`config.mk`:
```
export PLATFORM = sky130hd
export DESIGN_NAME = input_control
export DESIGN_NICKNAME = d
export VERILOG_FILES = /design/src/rtl/input_control.sv
export SDC_FILE = /design/constraint.sdc
export NUM_CORES = 1
export LEC_CHECK = 0
export CORE_MARGIN = 5
export CORE_UTILIZATION = 40
export DETAILED_ROUTE_END_ITERATION = 7
export PLACE_DENSITY = 0.71
export RECOVER_POWER = 100
export SYNTH_ARGS = -nofsm -noshare
export SYNTH_HDL_FRONTEND = slang
export SYNTH_SLANG_ARGS = --single-unit
```
`constraint.sdc`:
```
create_clock -name clk -period 1.7 [get_ports clk]
set_input_delay 0.425 -clock clk [delete_from_list [all_inputs] [get_ports clk]]
set_output_delay 0.425 -clock clk [all_outputs]
set_load 0.05 [all_outputs]
```
`src/rtl/input_control.sv`:
```
// input_control
//   Per-digit user-entry counter for the number-guessing game. Each of the
//   three decimal digit registers advances by one on every rising clk edge
//   while its pushbutton is held, wrapping from DIGIT_MAX back to 0. Only
//   digits inside the selected game width respond; the others keep their value.
//
// Ports
//   clk             system clock, rising-edge active
//   restart         asynchronous active-high clear of all digits
//   max_digits[1:0] number of active digits (0 = none .. 3 = all three)
//   pushbuttons[2:0] level-sensitive increment requests, bit n-1 -> digit n
//   update_digit_1  registered value of digit 1 (first digit)
//   update_digit_2  registered value of digit 2
//   update_digit_3  registered value of digit 3
module input_control #(
  parameter int DIGIT_MAX = 9
) (
  input  logic       clk,
  input  logic       restart,
  input  logic [1:0] max_digits,
  input  logic [2:0] pushbuttons,
  output logic [3:0] update_digit_1,
  output logic [3:0] update_digit_2,
  output logic [3:0] update_digit_3
);

  localparam logic [3:0] MAX_VAL = 4'(DIGIT_MAX);

  logic [2:0][3:0] digit_value;

  generate
    for (genvar gi = 0; gi < 3; gi++) begin : g_digit
      logic       enable;
      logic [3:0] digit_reg;
      logic [3:0] digit_next;

      // Digit gi+1 is live when max_digits >= gi+1.
      assign enable = (max_digits > 2'(gi));

      always_comb begin
        digit_next = digit_reg;
        if (enable && pushbuttons[gi]) begin
          // ">=" so an out-of-range value collapses to 0 on the next press.
          if (digit_reg >= MAX_VAL) begin
            digit_next = 4'd0;
          end else begin
            digit_next = digit_reg + 4'd1;
          end
        end
      end

      always_ff @(posedge clk or posedge restart) begin
        if (restart) begin
          digit_reg <= 4'd0;
        end else begin
          digit_reg <= digit_next;
        end
      end

      assign digit_value[gi] = digit_reg;
    end
  endgenerate

  // Digits are independent: no carry from one wrap into the next digit.
  assign update_digit_1 = digit_value[0];
  assign update_digit_2 = digit_value[1];
  assign update_digit_3 = digit_value[2];

endmodule

```
* After elaboration in Yosys (flattened, before gate mapping)
Cells that the tools add are included.
W data, S select, Z words.
** Storage, ports and cells
- Flip-flop bits (word level) :: 12
- Input bits :: 7
- Output and inout bits :: 12
- Logic and storage cells :: 18
** Cells by class
- Add/subtract/negate cells :: 3
- Order comparisons :: 6
- Multiplexer cells :: 3
- Reduce and logical (&&, ||, !) cells :: 3
** Operators with widths (count)
- $add A4 B1 Y4 const B :: 3
- $ge A4 B4 Y1 const B :: 3
- $mux W4 :: 3
- $gt A2 B1 Y1 const B :: 2
- $logic_and A1 B1 Y1 :: 3
- $gt A2 B2 Y1 const B :: 1

* Depth between registers and ports, before layout
- Depth in word-level cells :: 2
- Depth in mapped cells :: 5
- Mapped depth without buffers :: 5

* Least setup slack after synthesis
OpenSTA, ideal clock, no wires.
- Path kind :: flip-flop to flip-flop
- From :: register g_digit[1].digit_reg[1], in the netlist update_digit_2[1]
- To :: register g_digit[1].digit_reg[2], in the netlist update_digit_2[2]
- Library setup time :: 104 ps
- Data arrival time :: 1429 ps
- Data required time :: 1596 ps
- Path slack :: 167 ps
- Cell stages (with the launch flop) :: 5
- Buffers on the path :: 0
- Cells stage by stage :: dfrtp_1 -> inv_1 -> ha_1 -> o31a_1 -> o41ai_2
** Between the ends
- Cells in the longest elaborated chain, start to end :: 2
** Ends and longest elaborated chain
- start, declared :: line 34 : logic [3:0] digit_reg;
- start signal, assigned :: line 56 : digit_reg <= digit_next;
- $add A4 B1 Y4 or $ge A4 B4 Y1 (tied branches) :: line 47, 44
- $mux W4 (*) :: line 44 : if (digit_reg >= MAX_VAL) begin
Every way passes the cells marked *; elsewhere a longest branch is shown, timed or not.
A chain may end at the register's enable or synchronous reset.

* Final worst setup path
- From :: register g_digit[0].digit_reg[2], in the netlist update_digit_1[2]
- To :: output port update_digit_1[2]
** RTL lines
- start, declared :: line 34
- start signal, assigned :: line 56
- end, declared :: line 22 : output logic [3:0] update_digit_1,
No word-level cell between the ends.

==> results.yml <==
worst_setup_path:
  rr_worst_depth: 5
  crit_arrival_ns: 1.12
  crit_chain: "dlymetal6s2s_1"
  crit_family: "buffers and inverters"
  crit_buf_inv: 1
  startpoint_type: "flop"
  endpoint_kind: "output port"
  crit_type: "flop to output port"
  crit_required_ns: 1.27
  rrSetupSlack_ns: 0.32
  cpPeakStageDelay_ns: 0.44
  regToRegStartpoint: "update_digit_2[0]$_DFFE_PP0P_"
  reg2reg_to: "update_digit_2[2]$_DFFE_PP0P_"
  path_max_fanout: 5
  slowest_stage: "dlymetal6s2s_1"
clock_tree:
  cts_max_level: 1
  cts_hold_buf: 0
  clock_latency_ns: 0.28
  clock-root-buffer: "clkbuf_4"
  cts_tree: "done"
  clock-sinks: 12
  clk_path_buf_depth: 2
  clkSlewWorstSetupHoldPaths_ns: 0.07
  cts_setup_buffers: 0
  numCtsBuffers: 3
  ctsResizeCount: 0
synthesis:
  synth_cell_type_count: 22
  synth_top_area_share: 0.4248
  synth_area_sq_um: 706.9
  syn_area_per_cell_sq_um: 9.553
  yosys.area.top_type: "dfrtp_1"
  synth_nets: 90
  synth-seq-cells: 12
  ys_seq_area_frac: 0.4248
  yosys-top-cells-area: "dfrtp_1 (42%), ha_1 (16%), inv_1 (5.3%), nand2_1 (5.3%), o21ai_1 (5.0%)"
  synth_cells: 74
  ys_warn_count: 0
floorplan:
  start_util: 0.4139
  die-area_sq_um: 2708
  fp.dieH_um: 52.04
  boundaryPins: 19
  rows: 15
  core_area_sq_um: 1708
  die_width_um: 52.04
timing:
  rsz0062_at_grt: "no"
  period_share: 0.9104
  fin_skew_ns: 0.007143
  slew-limit-headroom: 0.6644
  worstMarginPinSlew_ns: 0.5025
  final-setup-viol-count: 0
  layout_min_cycle_time_ns: 1.548
  fin_tns_setup_ns: 0
  maxSlewViolCount: 0
  timing.fmax_mhz: 646.1
  hold_viol: 0
power:
  leakage_nw: 0.4674
  ir_drop_mv: 1.072
  p_per_area_nw_per_um2: 1932
outcome:
  status: "completed"
worst_hold_path:
  min_path_type: "flop to flop"
  min_from: "update_digit_1[2]$_DFFE_PP0P_"
  hold_depth: 1
  min_to: "update_digit_1[2]$_DFFE_PP0P_"
routing:
  postRouteAntennaNets: 0
  via_count: 595
  wl_mm: 1.605
  via_per_inst: 4.958
  wire_per_inst_um: 13.38
  drc: 0
  drtIter0Drc: 9
  dr.pass1.iters: 4
global_route:
  grt_pass1_wl_mm: 2.656
  grt-ovfl-total: 0
  antenna_found_initial: 0
  grtUsageTotal: 0.1343
  grt_pass1_vias: 583
  grt_max_degree: 13
placement:
  dp.final_hpwl_mm: 1.234
  portBuffers: 18
  finalWeightedCongestion: 0.8515
  place_area_sq_um: 1031
run:
  drv_cap: 0
finish:
  area_delta_synth_final_pct: 27.61
  final_cell_area_sq_um: 902.1
  n_antenna_cell: 0
  drive_above_1_share: 0.1579
  final_nets: 112
[per-stage QoR]
| step | util | setup slack [ns] | hold WS, ns | total power, mW | cells |
|---|---|---|---|---|---|
| floorplan | - | 0.1668 | 0.2897 | 1.266 | 74 |
| CTS | 0.6249 | 0.2962 | 0.4616 | 2.161 | 120 |
| global route | 0.5282 | 0.1046 | 0.5855 | 1.873 | 120 |
| detailed placement | 0.6037 | 0.009005 | 0.5954 | 1.924 | 116 |
| global placement | 0.6037 | 0.08323 | 0.5979 | 1.903 | 116 |
| finish | 0.5282 | 0.1523 | 0.5440 | 1.743 | 120 |
[logic make-up (layout without fill, tap and decap cells)]
| family | count (synthesis) | in the layout | share of synthesized area |
|---|---|---|---|
| flops | 12 | 12 | 0.4248 |
| simple gates | 19 | 19 | 0.1151 |
| compound gates | 23 | 23 | 0.2372 |
| fa+ha+maj | 9 | 9 | 0.1593 |
| buf+inv | 11 | 32 | 0.06373 |
[synthesized netlist by cell type]
cell type and count:
o21ai_1 7, and3_1 1, o41ai_2 1, nand2_1 10, a41oi_1 2, nor2_1 5
nand3b_1 1, a21oi_2 1, a21oi_1 2, and2_1 1, o41ai_1 1, o21ai_0 1
dfrtp_1 12, a41oi_2 1, o21a_1 1, buf_4 1, inv_1 10, nand3_1 1
o31a_1 1, a21boi_1 2, o22ai_1 3, ha_1 9
[placed cells by master (no fill, tap or decap), types with 2 or more instances in the layout]
cell             instances
dfrtp_1                 12
o22ai_1                  3
o21ai_0                  5
inv_1                   10
o41ai_1                  2
clkdlybuf4s50_1          4
a41oi_1                  2
clkbuf_4                 3
dlymetal6s2s_1           3
a21oi_1                  2
o21ai_1                  3
nor2_1                   5
ha_1                     9
dlygate4sd3_1            2
a21boi_1                 2
nand2_1                 10
clkbuf_2                 9
[cell type report]
class                      instances  area [sq um]
clock buffer                       4         36.28
fill                             162         805.8
inverter                          10         37.54
multi-input combinational         51         354.1
sequential                        12         300.3
tap                               25         31.28
timing repair buffer              18         142.6
[registers in the layout (all words and copies together) (netlist names)]
name / count
update_digit_1: 4
update_digit_2: 4
update_digit_3: 4
[routing by layer]
metal  GRT usage  routed length [um]  vias up
met5           0                   0        -
met4     0.03493                  15        0
met3     0.04871                  93        2
met2      0.2155                 720       19
met1      0.1687                 775      272
li1            -                   -      302
[how the worst max path moves through the flow]
stage / start / end / slack (ns) / depth (start not counted)
after floorplan: update_digit_2[1]$_DFFE_PP0P_ / update_digit_2[2]$_DFFE_PP0P_ / 0.17 / 4
after global placement: max_digits[1] / update_digit_3[3]$_DFFE_PP0P_ / 0.08 / 4
after detailed placement: max_digits[1] / update_digit_3[3]$_DFFE_PP0P_ / 0.009 / 4
after CTS: max_digits[1] / update_digit_3[3]$_DFFE_PP0P_ / 0.30 / 4
after global routing: update_digit_2[1]$_DFFE_PP0P_ / update_digit_2[1] / 0.10 / 1
final: update_digit_1[2]$_DFFE_PP0P_ / update_digit_1[2] / 0.15 / 1
[where the power goes]
group	total (mW)	internal, mW	switching [mW]
clock network	0.235	0.130	0.105
registers	0.558	0.401	0.158
logic	0.949	0.274	0.676
total	1.74	0.805	0.938
[worst reg2reg max path, cell delays in order, from the launching register on]
cell     delay [ns]
dfrtp_1        0.45
inv_1          0.11
ha_1           0.15
inv_1          0.04
o31a_1         0.31
o41ai_1        0.23
Note: power is estimated with default switching activity, not from simulation.
